$ cat config.mk
export PLATFORM = sky130hd
export DESIGN_NAME = fpga_text_ram_arbiter
export DESIGN_NICKNAME = d
export VERILOG_FILES = /design/src/rtl/fpga_text_ram_arbiter_pkg.sv /design/src/rtl/fpga_text_ram_arbiter_addr_calc.sv /design/src/rtl/fpga_text_ram_arbiter.sv
export SDC_FILE = /design/constraint.sdc
export NUM_CORES = 1
export LEC_CHECK = 0
export CORE_UTILIZATION = 46
export DETAILED_ROUTE_END_ITERATION = 8
export PLACE_DENSITY = 0.8
export SYNTH_ARGS = -nofsm -noshare
export SYNTH_HDL_FRONTEND = slang
export SYNTH_SLANG_ARGS = --single-unit
$ cat constraint.sdc
create_clock -name clk -period 3.4 [get_ports clk]
set_input_delay 0.51 -clock clk [delete_from_list [all_inputs] [get_ports clk]]
set_output_delay 0.51 -clock clk [all_outputs]
set_load 0.005 [all_outputs]
$ cat src/rtl/fpga_text_ram_arbiter_pkg.sv
// ---------------------------------------------------------------------------
// fpga_text_ram_arbiter_pkg
// Shared definitions for the text RAM arbiter: RAM address width, the blank
// cell value returned for off-screen fetches, and the arbiter state encoding.
// ---------------------------------------------------------------------------
package fpga_text_ram_arbiter_pkg;

    localparam int ADDR_W = 12;

    // Space character (8'h20) with a zero attribute.
    localparam logic [15:0] BLANK_CELL = 16'h0020;

    typedef enum logic {
        ST_IDLE = 1'b0,
        ST_FILL = 1'b1
    } arb_state_t;

endpackage

$ cat src/rtl/fpga_text_ram_arbiter_addr_calc.sv
// ---------------------------------------------------------------------------
// fpga_text_ram_arbiter_addr_calc
// Combinational cell-coordinate to linear-address converter.
// Ports:
//   x, y      : cell column / row, 8'hFF marks a blank (off-screen) cell
//   addr      : linear cell address y*COLS + x (12 bits, truncated)
//   in_range  : high when the cell lies on screen and may touch the RAM
// ---------------------------------------------------------------------------
module fpga_text_ram_arbiter_addr_calc
    import fpga_text_ram_arbiter_pkg::*;
#(
    parameter int COLS = 80,
    parameter int ROWS = 30
) (
    input  logic [7:0]        x,
    input  logic [7:0]        y,
    output logic [ADDR_W-1:0] addr,
    output logic              in_range
);

    localparam logic [7:0]        COLS_B = 8'(COLS);
    localparam logic [7:0]        ROWS_B = 8'(ROWS);
    localparam logic [ADDR_W-1:0] COLS_W = ADDR_W'(COLS);

    logic [ADDR_W-1:0] x_w;
    logic [ADDR_W-1:0] y_w;

    assign x_w = {{(ADDR_W-8){1'b0}}, x};
    assign y_w = {{(ADDR_W-8){1'b0}}, y};

    // 80 columns = 64 + 16, so the standard geometry needs no multiplier.
    generate
        if (COLS == 80) begin : g_shift_add
            assign addr = (y_w << 6) + (y_w << 4) + x_w;
        end else begin : g_mult
            assign addr = y_w * COLS_W + x_w;
        end
    endgenerate

    assign in_range = (x != 8'hFF) && (y != 8'hFF) && (x < COLS_B) && (y < ROWS_B);

endmodule

$ cat src/rtl/fpga_text_ram_arbiter.sv
// ---------------------------------------------------------------------------
// fpga_text_ram_arbiter
// Shares one single-port synchronous text RAM between the video fetch path,
// a whole-screen fill engine and a host access port. One RAM access per
// cycle; priority video > fill > host.
// Ports:
//   clk, rst_n                   : pixel clock, async active-low reset
//   vid_req, vid_x, vid_y        : per-cell video fetch request
//   vid_valid, vid_char, vid_attr: fetched cell, two cycles after request
//   host_req/we/addr/wdata       : host access (level request)
//   host_ack/err/rdata           : completion pulse, range error, read data
//   clear, fill, busy            : screen fill start, fill value, fill status
//   ram_addr/we/wdata/rdata      : RAM port, read data valid cycle after addr
// ---------------------------------------------------------------------------
module fpga_text_ram_arbiter
    import fpga_text_ram_arbiter_pkg::*;
#(
    parameter int COLS  = 80,
    parameter int ROWS  = 30,
    parameter int DEPTH = COLS * ROWS
) (
    input  logic              clk,
    input  logic              rst_n,
    input  logic              vid_req,
    input  logic [7:0]        vid_x,
    input  logic [7:0]        vid_y,
    output logic              vid_valid,
    output logic [7:0]        vid_char,
    output logic [7:0]        vid_attr,
    input  logic              host_req,
    input  logic              host_we,
    input  logic [ADDR_W-1:0] host_addr,
    input  logic [15:0]       host_wdata,
    output logic              host_ack,
    output logic              host_err,
    output logic [15:0]       host_rdata,
    input  logic              clear,
    input  logic [15:0]       fill,
    output logic              busy,
    output logic [ADDR_W-1:0] ram_addr,
    output logic              ram_we,
    output logic [15:0]       ram_wdata,
    input  logic [15:0]       ram_rdata
);

    localparam logic [ADDR_W-1:0] LAST_CELL = ADDR_W'(DEPTH - 1);
    localparam logic [ADDR_W:0]   DEPTH_X   = (ADDR_W + 1)'(DEPTH);

    arb_state_t        state;
    logic [ADDR_W-1:0] fill_cnt;
    logic [15:0]       fill_val;
    logic [ADDR_W-1:0] ram_addr_q;

    logic [ADDR_W-1:0] vid_addr;
    logic              vid_in_range;
    logic              vid_take;
    logic              fill_take;
    logic              host_inflight;
    logic              host_grant;
    logic              host_bad;
    logic              host_take;

    logic              v1_valid;
    logic              v1_blank;
    logic              h1_valid;
    logic              h1_we;
    logic              h1_err;

    fpga_text_ram_arbiter_addr_calc #(
        .COLS (COLS),
        .ROWS (ROWS)
    ) u_addr_calc (
        .x        (vid_x),
        .y        (vid_y),
        .addr     (vid_addr),
        .in_range (vid_in_range)
    );

    // An off-screen video request needs no RAM, so it leaves the slot free.
    assign vid_take      = vid_req && vid_in_range;
    assign fill_take     = (state == ST_FILL) && !vid_take;
    assign host_inflight = h1_valid || host_ack;
    assign host_grant    = host_req && !vid_take && (state == ST_IDLE) && !host_inflight;
    assign host_bad      = {1'b0, host_addr} >= DEPTH_X;
    assign host_take     = host_grant && !host_bad;

    // RAM port mux; with no access the address stays where it was.
    always_comb begin
        ram_we    = 1'b0;
        ram_addr  = ram_addr_q;
        ram_wdata = fill_val;
        if (vid_take) begin
            ram_addr = vid_addr;
        end else if (fill_take) begin
            ram_we   = 1'b1;
            ram_addr = fill_cnt;
        end else if (host_take) begin
            ram_we    = host_we;
            ram_addr  = host_addr;
            ram_wdata = host_wdata;
        end
    end

    always_ff @(posedge clk or negedge rst_n) begin
        if (!rst_n) begin
            ram_addr_q <= '0;
        end else begin
            ram_addr_q <= ram_addr;
        end
    end

    // Fill engine: one cell per cycle the video path leaves free.
    always_ff @(posedge clk or negedge rst_n) begin
        if (!rst_n) begin
            state    <= ST_IDLE;
            busy     <= 1'b0;
            fill_cnt <= '0;
            fill_val <= '0;
        end else begin
            case (state)
                ST_IDLE: begin
                    if (clear) begin
                        state    <= ST_FILL;
                        busy     <= 1'b1;
                        fill_cnt <= '0;
                        fill_val <= fill;
                    end
                end
                ST_FILL: begin
                    if (fill_take) begin
                        if (fill_cnt == LAST_CELL) begin
                            state    <= ST_IDLE;
                            busy     <= 1'b0;
                            fill_cnt <= '0;
                        end else begin
                            fill_cnt <= fill_cnt + 1'b1;
                        end
                    end
                end
                default: begin
                    state <= ST_IDLE;
                    busy  <= 1'b0;
                end
            endcase
        end
    end

    // Video return path: RAM data lands the cycle after the address, and is
    // registered into the output one cycle later.
    always_ff @(posedge clk or negedge rst_n) begin
        if (!rst_n) begin
            v1_valid  <= 1'b0;
            v1_blank  <= 1'b0;
            vid_valid <= 1'b0;
            vid_char  <= BLANK_CELL[7:0];
            vid_attr  <= BLANK_CELL[15:8];
        end else begin
            v1_valid  <= vid_req;
            v1_blank  <= !vid_in_range;
            vid_valid <= v1_valid;
            if (v1_valid) begin
                vid_char <= v1_blank ? BLANK_CELL[7:0]  : ram_rdata[7:0];
                vid_attr <= v1_blank ? BLANK_CELL[15:8] : ram_rdata[15:8];
            end
        end
    end

    // Host return path; writes leave the read data register untouched.
    always_ff @(posedge clk or negedge rst_n) begin
        if (!rst_n) begin
            h1_valid   <= 1'b0;
            h1_we      <= 1'b0;
            h1_err     <= 1'b0;
            host_ack   <= 1'b0;
            host_err   <= 1'b0;
            host_rdata <= '0;
        end else begin
            h1_valid <= host_grant;
            h1_we    <= host_we;
            h1_err   <= host_bad;
            host_ack <= h1_valid;
            host_err <= h1_valid && h1_err;
            if (h1_valid) begin
                if (h1_err) begin
                    host_rdata <= '0;
                end else if (!h1_we) begin
                    host_rdata <= ram_rdata;
                end
            end
        end
    end

endmodule

# Word-level counts from Yosys, hierarchy flattened
# Index checks and enable logic that the tools add are counted.
[classes] muxes=25 n_addsub=3 bitwise_logic=1 n_lt_le_gt_ge=3 n_reduce_logical=19 eq_ne=7
[op_table] op="$mux W16" n=5
[op_table] op="$mux W12" n=6
[op_table] op="$pmux W12 S2" n=1
[op_table] op="$mux W8" n=2
[op_table] op="$ne A8 B8 Y1 const B" n=2
[op_table] op="$add A12 B1 Y12 const B" n=1
[op_table] op="$add A12 B12 Y12" n=1
[op_table] op="$add A12 B8 Y12" n=1
[op_table] op="$eq A12 B12 Y1 const B" n=1
[op_table] op="$ge A12 B12 Y1 const B" n=1
[op_table] op="$logic_and A1 B1 Y1" n=10
[op_table] op="$mux W1" n=9
[op_table] op="$lt A8 B5 Y1 const B" n=1
[op_table] op="$lt A8 B7 Y1 const B" n=1
[op_table] op="$ne A2 B1 Y1 const B" n=3
[op_table] op="$reduce_and A2 Y1" n=3
[op_table] op="$logic_not A1 Y1" n=4
[op_table] op="$pmux W1 S2" n=2
[op_table] op="$reduce_and A3 Y1" n=1
[op_table] op="$ne A2 B2 Y1 const B" n=1
[op_table] op="$logic_or A1 B1 Y1" n=1
[op_table] op="$not A1 Y1" n=1
[totals] out_inout_bits=65 register_bits=82 word_cells=74

# Longest topological paths before layout
[depth] depth_word=13 depth_mapped=7 depth_no_buf=7

# Hierarchy
# From an unflattened synthesis, not the netlist that was laid out.
[unflattened] cells_unflattened=452 area_unflattened_um2=4270.3
[modules_own_cells] module="fpga_text_ram_arbiter" cells_each=404 n_inst=1 seq_area_each_um2=2053.2 area_each_um2=3853.7
[modules_own_cells] module="fpga_text_ram_arbiter_addr_calc" cells_each=48 n_inst=1 seq_area_each_um2=0.0 area_each_um2=416.6

# Least setup slack after synthesis
# No wires, ideal clock.
[synth_timing] kind="input port to output port" from="input port vid_x[7]" to="output port ram_addr[11]" stages=6 path_slack_ns=0.631 path_buffers=0 t_required_ns=2.890 t_arrival_ns=2.259 cell_sequence="fa_1 > ha_1 > a211oi_1 > o21a_1 > or4_1 > o211a_1"
[synth_via] elab_chain_cells=13 elab_cells_between_ends=16 classes_between="add/sub (1); order compare (1); eq/ne (1); mux (3); reduce/logical (10)"
[synth_lines] element="from (decl)" line_no="fpga_text_ram_arbiter.sv:25" text="input logic [7:0] vid_x,"
[synth_lines] element="parallel branches: the longest is 12 deep, another holds $lt A8 B7 Y1"
[synth_lines] element="$mux W12 (*)" line_no="fpga_text_ram_arbiter.sv:92" text="if (vid_take) begin"
[synth_lines] element="to (decl)" line_no="fpga_text_ram_arbiter.sv:40" text="output logic [ADDR_W-1:0] ram_addr,"
# Mark *: on every way between the ends.

# Worst setup path in the final report
[layout_timing] from="input port vid_y[5]" to="output port ram_addr[5]"
[layout_via] elab_chain_cells=13 elab_cells_between_ends=15 classes_between="order compare (1); eq/ne (1); mux (3); reduce/logical (10)"
[layout_lines] element="from (decl)" line_no="fpga_text_ram_arbiter.sv:26" text="input logic [7:0] vid_y,"
[layout_lines] element="parallel branches: the longest is 3 deep, another holds $lt A8 B5 Y1"
[layout_lines] element="$logic_and A1 B1 Y1 (*)" line_no="fpga_text_ram_arbiter_addr_calc.sv:40" text="assign in_range = (x != 8'hFF) && (y != 8'hFF) && (x < COLS_B) && (y < ROWS_B);"
[layout_lines] element="$logic_and A1 B1 Y1 (*)" line_no="fpga_text_ram_arbiter.sv:80" text="assign vid_take = vid_req && vid_in_range;"
[layout_lines] element="$logic_not A1 Y1" line_no="fpga_text_ram_arbiter.sv:81, fpga_text_ram_arbiter.sv:83"
[layout_lines] element="$logic_and A1 B1 Y1 (3 in a row)" line_no="fpga_text_ram_arbiter.sv:83" text="assign host_grant = host_req && !vid_take && (state == ST_IDLE) && !host_inflight;"
[layout_lines] element="$logic_and A1 B1 Y1" line_no="fpga_text_ram_arbiter.sv:85" text="assign host_take = host_grant && !host_bad;"
[layout_lines] element="$mux W12" line_no="fpga_text_ram_arbiter.sv:97" text="end else if (host_take) begin"
[layout_lines] element="$mux W12" line_no="fpga_text_ram_arbiter.sv:94" text="end else if (fill_take) begin"
[layout_lines] element="$mux W12 (*)" line_no="fpga_text_ram_arbiter.sv:92"
# Marked as above.

==> impl_metrics.yaml <==
sta:
  timing.max_slew.rel_slack: 0.303
  maxSlewViolCount: 0
  timing.final.hold_violations: 0
  tightest_slew_ns: 1.04
  layout_worst_path_cycle_share: 0.979
  max_clock_freq_mhz: 301
  setup-violations-final: 0
  clock-skew-final_ns: 0.00856
  layout_min_cycle_time_ns: 3.33
  fin_worst_hold_slack_ns: 0.326
  rsz0062_at_grt: "yes"
  fin_ws_ns: 0.0726
synth:
  muxShareOfSynthArea: 0.112
  synth-seq-cells: 82
  synth_nets: 512
  synth.distinct_cells: 53
  asyncSetResetFlopFracSynth: 1.00
  synth_enable_flop_cells: 0
  synth-simple-area-share: 0.126
  syn_area_per_cell_um2: 10.6
  synth_flop_cell: "dfrtp_1"
  dominant_combinational_cell_family_by_area_after_synthesis: "compound AO/OA/AOI/OAI gates"
  synth_compound_gate_area_share: 0.184
  syn_inst: 415
  synth_fa_ha_area_frac: 0.0478
  fraction_of_the_yosys_area_taken_by_sequential_cells: 0.467
  synth_xor_xnor_area_share: 0.00598
  syn-cell-area_um2: 4400
  ys_warn_count: 0
clocking:
  cts.reportedPaths.clkPinSlew_ns: 0.09
  clk-insertion-delay-late_ns: 0.35
  number_of_cts_inserted_buffers: 9
  ctsHtreeMaxLevel: 3
  cts.sinks: 82
  clock_path_buffers: 2
  tritoncts: "yes"
  ctsRootBufferMaster: "clkbuf_8"
place:
  hpwl_um: 8940
  port-buffer-count: 146
  placedCellCount: 706
  placedInstanceArea_um2: 6200
  globalplace.congestion: 0.894
  post_place_worst_slack_ns: -0.480
floorplan:
  dieWidth_um: 99.8
  ioPinCount: 147
  rows: 35
  design.core.area_um2: 9240
  die-area_um2: 9950
  floorplan.initialDensity: 0.476
  die_height_um: 99.8
global_route:
  antenna_violations_before_repair: 0
  grt_pass1_wl_um: 19700
  grt_max_degree: 83
  via_count_of_the_first_global_routing_pass: 4079
  gr-total-overflow: 0
  grt_use_total: 0.251
setup_path:
  critPathRequiredTime_ns: 2.89
  max_stage_delay_ns: 0.59
  critPathBufInv: 3
  worst_path_max_delay_cell: "clkdlybuf4s50_1"
  end_kind: "primary output"
  critPathMaxFanout: 9
  critical_path_arrival_ns: 2.82
  critPathTopFamily: "buffers and inverters"
  path_common_cell: "clkdlybuf4s50_1"
  worstSetupPathType: "in2out"
  timing.critical_path.cells: "clkdlybuf4s50_1 > buf_4 > nor4_4 > and4_4 > nor2_2 > a221oi_1 > clkdlybuf4s50_1"
  crit_path_start_kind: "primary input"
run:
  maxCapViolCount: 0
drt:
  firstDrtPassIters: 5
  dr.first_iter.drc_count: 149
  avgViaCountPerCell: 5.58
  remaining_drc_errors: 0
  final_antenna_net_count: 0
  num_vias: 4037
  drt_wl_total_um: 12100
  avgRoutedWirePerCell_um: 16.8
layout:
  finalNetCount: 687
  fin_cells: 724
  multi_input_area_um2: 2190
  layout-area-overhead-vs-synth_pct: 47.9
  share_of_cells_above_drive_strength_1: 0.198
  layout.filler_cells: 672
  finished_core_util: 0.704
  non_filler_cell_area_final_um2: 6500
  antennaDiodeCount: 0
  final-seq-area_um2: 2050
power_and_ir_drop:
  power.ir.vdd_worst_uv: 436
  power_density_nw_per_um2: 387
  power.static_leakage_nw: 2.93
hold_path:
  timing.hold.worst.class: "in2async"
run_status:
  run_status: "finished clean"
stage by stage:
step	TNS, ns	power (mW)
CTS	0	2.51
finish	0	2.52
floorplan	0	1.46
global route	-0.0981	2.64
detailed placement	-7.13	1.81
global placement	-5.02	1.79
repair_timing:
| item | in CTS | in global routing |
|---|---|---|
| setup endpoints to repair | 28 | 25 |
| pin swaps | 5 | 5 |
| setup buffers | 1 | 1 |
| gates cloned | 0 | 0 |
| hold buffers | 0 | 0 |
| gates resized for setup | 23 | 9 |
synthesized netlist by cell type (9+ instances only):
cell type	instances	share of area
inv_1	36	0.031
o22ai_1	17	0.024
a22oi_1	16	0.027
o21ai_0	25	0.028
a31oi_1	9	0.013
clkbuf_1	16	0.014
mux2_2	34	0.087
ha_1	12	0.034
dfrtp_1	81	0.46
nand3b_1	15	0.026
nand2_1	9	0.0077
nor2_1	30	0.026
final timing paths:
path	from	endpoint	slack, ns	depth (start not counted)
worst max-delay path	vid_y[5]	ram_addr[5]	0.07	7
worst min-delay path	rst_n	vid_attr[3]	0.33	1
worst max register to register	h1_valid	host_rdata[14]	1.48	4
worst min register to register	busy	busy	0.50	1
max in group asynchronous	rst_n	h1_err	2.40	1
min in group clk	busy	busy	0.50	1
layout make-up:
type,count,share of cell area
clock buffer,11,0.0233
sequential,82,0.316
inverter,36,0.0208
clock inverter,5,0.00577
multi-input combinational,273,0.336
tap,129,0.0248
timing repair buffer,188,0.273
report_power, final:
part | total (mW) | internal (mW) | switching (mW)
registers | 1.18 | 1.07 | 0.103
clock network | 0.684 | 0.308 | 0.376
logic | 0.655 | 0.383 | 0.272
layout by cell type, fill, tap and decap left out, drive strengths merged, types with 4 or more instances in the layout:
| cell | count |
|---|---|
| a211oi | 6 |
| clkbuf | 11 |
| and3 | 6 |
| ha | 12 |
| dfrtp | 81 |
| o211ai | 4 |
| o22ai | 17 |
| a31oi | 9 |
| a22oi | 16 |
| a21oi | 7 |
| nand2 | 9 |
| a221oi | 8 |
| nor3 | 5 |
| nor2b | 4 |
| nor2 | 31 |
| and2 | 4 |
| o21ai | 25 |
| dlygate4sd2 | 10 |
| nand3b | 15 |
| mux2 | 36 |
| nand3 | 4 |
| a21o | 7 |
| inv | 37 |
| clkdlybuf4s50 | 133 |
| mux2i | 8 |
| buf | 43 |
| a22o | 5 |
metal layers:
layer | part of all wire | GRT usage | vias up | wire [um]
met5 | 0 | 0 | - | 0
met1 | 0.42 | 0.314 | 1972 | 5100
met4 | 0.016 | 0.0769 | 0 | 199
met3 | 0.067 | 0.0513 | 19 | 809
met2 | 0.50 | 0.436 | 171 | 6030
li1 | - | - | 1875 | -
logic make-up after synthesis:
logic type	count (synthesis)
AO/OA/AOI/OAI	116
AND/OR/NAND/NOR	95
flip-flops	82
buffers and inverters	60
multiplexers	44
adder cells (fa/ha/maj)	15
XOR/XNOR	3
state kept, by name, indices dropped and copies added (netlist names):
name / cells
busy: 1
fill_cnt: 12
fill_val: 16
h1_err: 1
h1_valid: 1
h1_we: 1
host_ack: 1
host_err: 1
host_rdata: 16
ram_addr_q: 12
state: 1
v1_blank: 1
v1_valid: 1
vid_attr: 8
vid_char: 8
vid_valid: 1
No activity file was read; power rests on OpenSTA's default activity.
